<file path="src/rtl/matmul_pkg.sv">
// Shared defaults and FSM state type for the sequential matrix-multiply block.
package matmul_pkg;

  localparam int N_DEF  = 4;
  localparam int DW_DEF = 8;
  localparam int OW_DEF = 16;

  typedef enum logic [1:0] {
    IDLE = 2'd0,
    RUN  = 2'd1,
    DONE = 2'd2
  } state_t;

  // Index width for a counter or table of n entries (never zero bits wide).
  function automatic int idx_bits(input int n);
    return (n > 1) ? $clog2(n) : 1;
  endfunction

endpackage

</file>
<file path="src/rtl/matmul_mac.sv">
// Shared multiply-accumulate datapath: one DW x DW multiplier feeding an OW-bit accumulator.
// Define MATMUL_SAT_EN to saturate the accumulator at 2^OW-1 instead of wrapping.
module matmul_mac
  import matmul_pkg::*;
#(
  parameter int DW = DW_DEF,
  parameter int OW = OW_DEF
) (
  input  logic          clk,
  input  logic          rst,
  input  logic          clr,
  input  logic          en,
  input  logic          flush,
  input  logic [DW-1:0] a,
  input  logic [DW-1:0] b,
  output logic [OW-1:0] sum
);

  localparam int PW = 2 * DW;

  logic [PW-1:0] prod_s;
  logic [OW-1:0] acc_r;

  assign prod_s = a * b;

`ifdef MATMUL_SAT_EN
  localparam int SW = ((OW > PW) ? OW : PW) + 1;
  localparam logic [SW-1:0] SAT_MAX = {{(SW - OW){1'b0}}, {OW{1'b1}}};

  logic [SW-1:0] wide_s;

  assign wide_s = SW'(acc_r) + SW'(prod_s);

  // Clamp the running sum; addends are unsigned so clamping each step equals clamping the total.
  always_comb begin
    sum = wide_s[OW-1:0];
    if (wide_s > SAT_MAX) begin
      sum = {OW{1'b1}};
    end else begin
      sum = wide_s[OW-1:0];
    end
  end
`else
  // Modulo-2^OW running sum.
  always_comb begin
    sum = acc_r + OW'(prod_s);
  end
`endif

  // Accumulator: cleared on a new operation and after each finished dot product.
  always_ff @(posedge clk or posedge rst) begin
    if (rst) begin
      acc_r <= '0;
    end else if (clr) begin
      acc_r <= '0;
    end else if (en) begin
      acc_r <= flush ? '0 : sum;
    end else begin
      acc_r <= acc_r;
    end
  end

endmodule

</file>
<file path="src/rtl/matmul_seq_ctrl.sv">
// Sequencer for C = A x B using one shared MAC, one product per cycle (k innermost, then j, then i).
// Accumulator overflow mode is selected by the MATMUL_SAT_EN macro inside matmul_mac.
module matmul_seq_ctrl
  import matmul_pkg::*;
#(
  parameter int N  = N_DEF,
  parameter int DW = DW_DEF,
  parameter int OW = OW_DEF
) (
  input  logic              clk,
  input  logic              rst,
  input  logic              start,
  input  logic [N*N*DW-1:0] A_flat,
  input  logic [N*N*DW-1:0] B_flat,
  output logic              busy,
  output logic              done,
  output logic [N*N*OW-1:0] C_flat
);

  localparam int CW = idx_bits(N);
  localparam int IW = idx_bits(N * N);
  localparam logic [CW-1:0] K_MAX = CW'(N - 1);

  state_t        state_r;
  logic [DW-1:0] a_r [N*N];
  logic [DW-1:0] b_r [N*N];
  logic [OW-1:0] res_r [N*N];
  logic [CW-1:0] i_r;
  logic [CW-1:0] j_r;
  logic [CW-1:0] k_r;

  logic [IW-1:0] a_idx_s;
  logic [IW-1:0] b_idx_s;
  logic [IW-1:0] c_idx_s;
  logic [OW-1:0] sum_s;
  logic          mac_clr_s;
  logic          mac_en_s;
  logic          row_end_s;
  logic          last_s;

  assign a_idx_s   = IW'(int'(i_r) * N + int'(k_r));
  assign b_idx_s   = IW'(int'(k_r) * N + int'(j_r));
  assign c_idx_s   = IW'(int'(i_r) * N + int'(j_r));
  assign mac_clr_s = (state_r == IDLE) && start;
  assign mac_en_s  = (state_r == RUN);
  assign row_end_s = (k_r == K_MAX);
  assign last_s    = row_end_s && (j_r == K_MAX) && (i_r == K_MAX);

  matmul_mac #(
    .DW(DW),
    .OW(OW)
  ) u_mac (
    .clk  (clk),
    .rst  (rst),
    .clr  (mac_clr_s),
    .en   (mac_en_s),
    .flush(row_end_s),
    .a    (a_r[a_idx_s]),
    .b    (b_r[b_idx_s]),
    .sum  (sum_s)
  );

  // Control FSM with operand capture, index counters, result table and registered outputs.
  always_ff @(posedge clk or posedge rst) begin
    if (rst) begin
      state_r <= IDLE;
      busy    <= 1'b0;
      done    <= 1'b0;
      C_flat  <= '0;
      i_r     <= '0;
      j_r     <= '0;
      k_r     <= '0;
      for (int e = 0; e < N*N; e++) begin
        a_r[e]   <= '0;
        b_r[e]   <= '0;
        res_r[e] <= '0;
      end
    end else begin
      case (state_r)
        IDLE: begin
          done <= 1'b0;
          if (start) begin
            for (int e = 0; e < N*N; e++) begin
              a_r[e] <= A_flat[e*DW +: DW];
              b_r[e] <= B_flat[e*DW +: DW];
            end
            i_r     <= '0;
            j_r     <= '0;
            k_r     <= '0;
            state_r <= RUN;
            busy    <= 1'b1;
          end else begin
            busy <= 1'b0;
          end
        end
        RUN: begin
          if (row_end_s) begin
            res_r[c_idx_s] <= sum_s;
            k_r            <= '0;
            if (j_r == K_MAX) begin
              j_r <= '0;
              i_r <= (i_r == K_MAX) ? '0 : i_r + CW'(1'b1);
            end else begin
              j_r <= j_r + CW'(1'b1);
            end
          end else begin
            k_r <= k_r + CW'(1'b1);
          end
          // The final element is still in flight, so it is taken straight from the MAC.
          if (last_s) begin
            for (int e = 0; e < N*N; e++) begin
              C_flat[e*OW +: OW] <= (e == N*N - 1) ? sum_s : res_r[e];
            end
            state_r <= DONE;
            done    <= 1'b1;
          end else begin
            done <= 1'b0;
          end
        end
        DONE: begin
          state_r <= IDLE;
          busy    <= 1'b0;
          done    <= 1'b0;
        end
        default: begin
          state_r <= IDLE;
          busy    <= 1'b0;
          done    <= 1'b0;
        end
      endcase
    end
  end

endmodule

</file>
<file path="config.mk">
export PLATFORM = sky130hd
export DESIGN_NAME = matmul_seq_ctrl
export DESIGN_NICKNAME = d
export VERILOG_FILES = /design/src/rtl/matmul_pkg.sv /design/src/rtl/matmul_mac.sv /design/src/rtl/matmul_seq_ctrl.sv
export SDC_FILE = /design/constraint.sdc
export NUM_CORES = 2
export LEC_CHECK = 0
export CAP_MARGIN = 20
export CORE_MARGIN = 3
export CORE_UTILIZATION = 30
export CTS_BUF_LIST = sky130_fd_sc_hd__clkbuf_2 sky130_fd_sc_hd__clkbuf_4 sky130_fd_sc_hd__clkbuf_8
export CTS_CLUSTER_DIAMETER = 50
export DETAILED_ROUTE_END_ITERATION = 10
export SYNTH_ARGS = -nofsm -noshare
export SYNTH_HDL_FRONTEND = slang
export SYNTH_SLANG_ARGS = --single-unit
</file>
<file path="constraint.sdc">
create_clock -name clk -period 26.6 [get_ports clk]
set_input_delay 5.32 -clock clk [delete_from_list [all_inputs] [get_ports clk]]
set_output_delay 5.32 -clock clk [all_outputs]
set_load 0.03 [all_outputs]
</file>
==> flow_summary.json <==
{
  "routed-via-count": 22297,
  "first_iter_violations": 1233,
  "synth_top_family_by_area": "multiplexers",
  "synth_fa_ha_area_share_pct": 4.70,
  "ys_seq_elements": 778,
  "setup_tns_ns": 0,
  "core_sq_um": 109000,
  "start_kind": "input port",
  "synthXorXnorAreaFrac_pct": 0.341,
  "yosys_warnings": 0,
  "first_pass_iters": 5,
  "ctsResizeCount": 0,
  "clockBufferDepth": 3,
  "fill_cells": 10606,
  "synth_simple_gate_area_share_pct": 12.6,
  "async_flop_share_pct": 100,
  "drive_above_1_share_pct": 19.9,
  "dp_hpwl_mm": 64.0,
  "clock_latency_ns": 0.83,
  "seq_area_frac_synth_pct": 59.0,
  "syn_inst": 2835,
  "highest_layer": "met5",
  "wl_met3_mm": 6.93,
  "synth.most_common_cell": "nand2_1",
  "synth_common_cells": "nand2_1 (980), dfrtp_1 (778), mux2_2 (316)",
  "fmax_ghz": 0.114,
  "area_delta_synth_final_pct": 29.6,
  "ant_nets": 0,
  "grt_max_degree": 175,
  "antenna_found_initial": 20,
  "wl_met1_mm": 39.1,
  "synth_nets": 3188,
  "htree_levels": 4,
  "cp.required_ns": 27.41,
  "nets": 3725,
  "tightestPinTransition_ns": 1.09,
  "io_buffers": 516,
  "crit_type": "input port to async pin",
  "numClockSinks": 778,
  "dieArea_sq_um": 114000,
  "maxSlewViolCount": 0,
  "cts.clk_slew.worst_paths_ns": 0.06,
  "fin_crit_sh_pct": 32.9,
  "die_h_microns": 338,
  "min_path_type": "flop to flop",
  "post_cts_buffers": 0,
  "seqCellArea_sq_um": 19500,
  "critPathBufInv": 6,
  "final_core_util_pct": 39.3,
  "synth.top_cell.area_share_pct": 59.0,
  "drt-vias-per-instance": 4.56,
  "multiInputGateArea_sq_um": 12600,
  "start_util_pct": 30.3,
  "finalWeightedCongestion": 0.769,
  "drt_wl_total_mm": 96.1,
  "fin_ws_ns": 17.85,
  "synth.area.top_cells": "dfrtp_1 (59%), nand2_1 (11%), mux2_2 (11%)",
  "synth.area.mux_share_pct": 16.2,
  "hold_violations": 0,
  "die_w_microns": 338,
  "numCtsBuffers": 142,
  "synth_area_per_cell_sq_um": 11.6,
  "wl_per_cell_microns": 19.7,
  "worst_path_largest_cell_delay_ns": 0.79,
  "postCtsHoldBufs": 0,
  "rsz0062_at_grt": "no",
  "synth.distinct_cells": 47,
  "cpLargestDelayFamily": "buffers and inverters",
  "crit_path_end_kind": "async pin",
  "ioPinCount": 517,
  "cp.arrival_ns": 9.55,
  "drv_cap": 0,
  "grt.overflow.total": 0,
  "path_max_fanout": 160,
  "synth_ff_type": "dfrtp_1",
  "synth_top_area_cell": "dfrtp_1",
  "synth-compound-area-share_pct": 3.80,
  "synth_area_sq_um": 33000,
  "num_rows": 121,
  "min_period_ns": 8.75,
  "timing.hold.ws_ns": 0.438,
  "cts_tree": "done",
  "cpMaxStageDelayCell": "buf_4",
  "path_cells": "clkdlybuf4s50_1 -> clkinvlp_4 -> buf_4 -> buf_12 -> buf_4 -> buf_12",
  "finalSetupViolCount": 0,
  "grt_pass1_wl_mm": 144,
  "drc": 0,
  "place_ws_ns": 16.91,
  "status": "finished clean",
  "clock-skew-final_ns": 0.0587,
  "grt_usage_pct": 17.0,
  "cts-root-buf": "clkbuf_8",
  "grt_pass1_vias": 22992,
  "synth_edf_count": 0,
  "maxSlewHeadroom_pct": 27.1,
  "met2WireLength_mm": 48.2
}
[cells in the final DEF, fill, tap and decap left out, drive strengths merged, types with 3 or more instances in the layout]
master,instances
nand2b,3
and3,6
buf,37
o31ai,3
ha,44
clkinv,10
diode,11
xnor2,8
clkbuf,208
xor2,4
o21ai,211
dfrtp,778
bufinv,5
nor2b,5
clkinvlp,8
nand3,6
inv,100
a21oi,4
fa,50
a22o,6
mux2,316
clkdlybuf4s50,516
mux4,80
nor2,10
and2,44
nand2,980
[stage by stage]
step	area, sq um	instances
4_1_cts	42700	4872
3_5_place_dp	39600	4637
5_1_grt	42800	4882
6_report	42800	4888
3_3_place_gp	39600	4637
2_1_floorplan	33000	2835
[state kept, by name, summed over array words and instances, names as in the netlist, 16 cells and up]
| signal | cells |
|---|---|
| res_r | 240 |
| b_r | 128 |
| a_r | 128 |
| C_flat | 256 |
| u_mac.acc_r | 16 |
[path summary, 6_finish.rpt]
check                                start     endpoint  slack, ns  cells past startpoint
worst min-delay path            res_r[233]   C_flat[25]       0.44                      2
max in group clk                     start     a_r[104]      18.58                      5
min in group asynchronous              rst     a_r[117]       4.97                      2
worst min register to register  res_r[233]   C_flat[25]       0.44                      2
worst max-delay path                   rst  C_flat[203]      17.85                      6
worst max register to register      k_r[0]   res_r[205]      18.95                     17
[final cells by class]
| class | count | area share [%] |
|---|---|---|
| clock inverter | 27 | 0.781 |
| inverter | 96 | 0.868 |
| clock buffer | 208 | 6.27 |
| antenna | 11 | 0.0643 |
| tap | 1414 | 4.13 |
| multi-input combinational | 1801 | 29.4 |
| sequential | 778 | 45.5 |
| timing repair buffer | 553 | 13.0 |
[kinds of logic after synthesis]
kind of cell | count (synthesis)
AND/OR/NAND/NOR | 1062
AO/OA/AOI/OAI | 237
adder cells (fa/ha/maj) | 94
buffers and inverters | 256
flip-flops | 778
multiplexers | 396
XOR/XNOR | 12
[routing by layer]
metal | up-vias | global-route usage (%)
li1 | 10422 | -
met1 | 11194 | 20.8
met2 | 550 | 28.8
met3 | 123 | 5.29
met4 | 8 | 4.88
met5 | - | 0
[worst reg2reg max path, delay by kind of cell (launching register included)]
kind	cells	cell delay, ns
AOI/OAI and AO/OA	3	1.02
xor gates and xnor gates	1	0.87
adders and majority gates	5	2.36
buffers and inverters	3	0.71
DFF	1	0.60
muxes	2	1.33
and+or+nand+nor	3	0.58
Power is left out: the tool's default activity adds up to more than one toggle a clock period on the data nets, which glitch-free logic cannot reach.
==> edit (same settings) <==
`DW_DEF`: 8 -> 10.
--- a/src/rtl/matmul_pkg.sv
+++ b/src/rtl/matmul_pkg.sv
@@ -4,3 +4,3 @@
   localparam int N_DEF  = 4;
-  localparam int DW_DEF = 8;
+  localparam int DW_DEF = 10;
   localparam int OW_DEF = 16;
Interface: changed (resized A_flat and B_flat); port bits go from 517 to 581. The function was not compared with the original's and may differ.
==> edit against the original RTL <==
  * Final area rose by 12%
  * Routed wire length rose by 15%
  * Synthesized area rose by 12%
  * Sequential cell count rose by 64
  * First-iteration DRC count rose by 32%
  * Worst setup slack improved by 0.29 ns
  * Global-route usage rose by 0.37 points
Power is not shown: default switching activity piles up to over one toggle a cycle in this logic, so the estimate is an artifact.
==> edit: results (changes against the original RTL) <==
| Metric | Value |
|---|---|
| Result of the run | `complete, no violations` |
| Hold Crit Endpoint | `C_flat[144]` |
| Pre-CTS setup slack | `17.06 ns (+0.145 ns)` |
| Buffers, non-clock | `629 (+14%)` |
| Gr usage total | `0.173 (+0.00370)` |
| Worst-Skew Late Latency | `0.87 ns (+0.04 ns)` |
| Signal buf overhead | `0.131 (+0.000717)` |
| CTS Buf Count | `154 (+8.5%)` |
| Netlist cell types | `46 (-2.1%)` |
| Layout cells sized above 1 | `0.212 (+0.0132)` |
| Fin crit share | `0.318 (-0.0110)` |
| Initial drt markers | `1626 (+32%)` |
| Worst path slowest cell | `buf_4` |
| Reg area | `0.0211 mm² (+8.2%)` |
| Worst-Margin Slew | `1.04 ns (-0.0524 ns)` |
| Met2 usage | `0.277 (-0.0109)` |
| Met1 GRT Util | `0.230 (+0.0226)` |
| Antenna Cells | `8 (-3)` |
| Multi-input gate share of total cell area | `0.310 (+0.0161)` |
| Critical path data arrival time | `9.33 ns (-0.22 ns)` |
| Metal2 WL | `52300 µm (+8.4%)` |
| Reg2reg end | `res_r[223]` |
| Hold_sp | `res_r[96]` |
| Crit path to | `b_r[86]` |
| Inverter count | `117 (+22%)` |
| FFs & Latches | `842 (+8.2%)` |
| Hold Path Class | `register to register` |
| Wire per inst | `20.0 µm (+1.6%)` |
| Comb_multi_in | `2016 (+12%)` |
| Wire length on met1 | `48400 µm (+24%)` |
| Vias | `25281 (+13%)` |
| First-pass GRT wire length | `165000 µm (+14%)` |
| Met3 wire length | `6550 µm (-5.5%)` |
| Top cells by count, synth | `nand2_1 (996), dfrtp_1 (842), mux2_2 (380)` |
| Post-detail-place hpwl | `74200 µm (+16%)` |
| CLK BUF | `232 (+12%)` |
| CP max FO | `145 (-9.4%)` |
| Port buffer count | `580 (+12%)` |
| Synth Warn # | `0 (unchanged)` |
| Syn Nets | `3600 (+13%)` |
| Largest net degree at the start of global routing | `187 (+6.9%)` |
| Number of antenna violations at the first check in global routing | `17 (-15%)` |
| Final hold slack | `0.450 ns (+0.0111 ns)` |
| Setup Skew | `0.0468 ns (-0.0119 ns)` |
| Vias in the first global route | `26211 (+14%)` |
| Met3 Use GR | `0.0432 (-0.00966)` |
edit: changes by cell type in the layout (fill, tap and decap cells not counted), sizes merged, moves of 24 or more:
cell,before,now
clkdlybuf4s50,516,580
dfrtp,778,842
mux2,316,380
o211ai,1,33
inv,100,125
clkbuf,208,232
edit: stage by stage:
stage	cell area, µm²	util	instances
5_1_grt	48000	0.393	5506
2_1_floorplan	36900	-	3156
3_5_place_dp	44700	0.366	5228
6_report	48000	0.393	5507
4_1_cts	47900	0.393	5498
3_3_place_gp	44600	0.366	5227
edit: cell families (layout without fill, tap and decap cells):
family	after synthesis	count (layout)	share of synthesized area
adders and majority gates	121	121	0.0557
muxes	478	478	0.173
DFF	842	842	0.571
other	0	8	0
AOI/OAI and AO/OA	279	279	0.0447
and+or+nand+nor	1118	1118	0.119
buffers and inverters	298	1016	0.0313
xor gates and xnor gates	20	20	0.00515
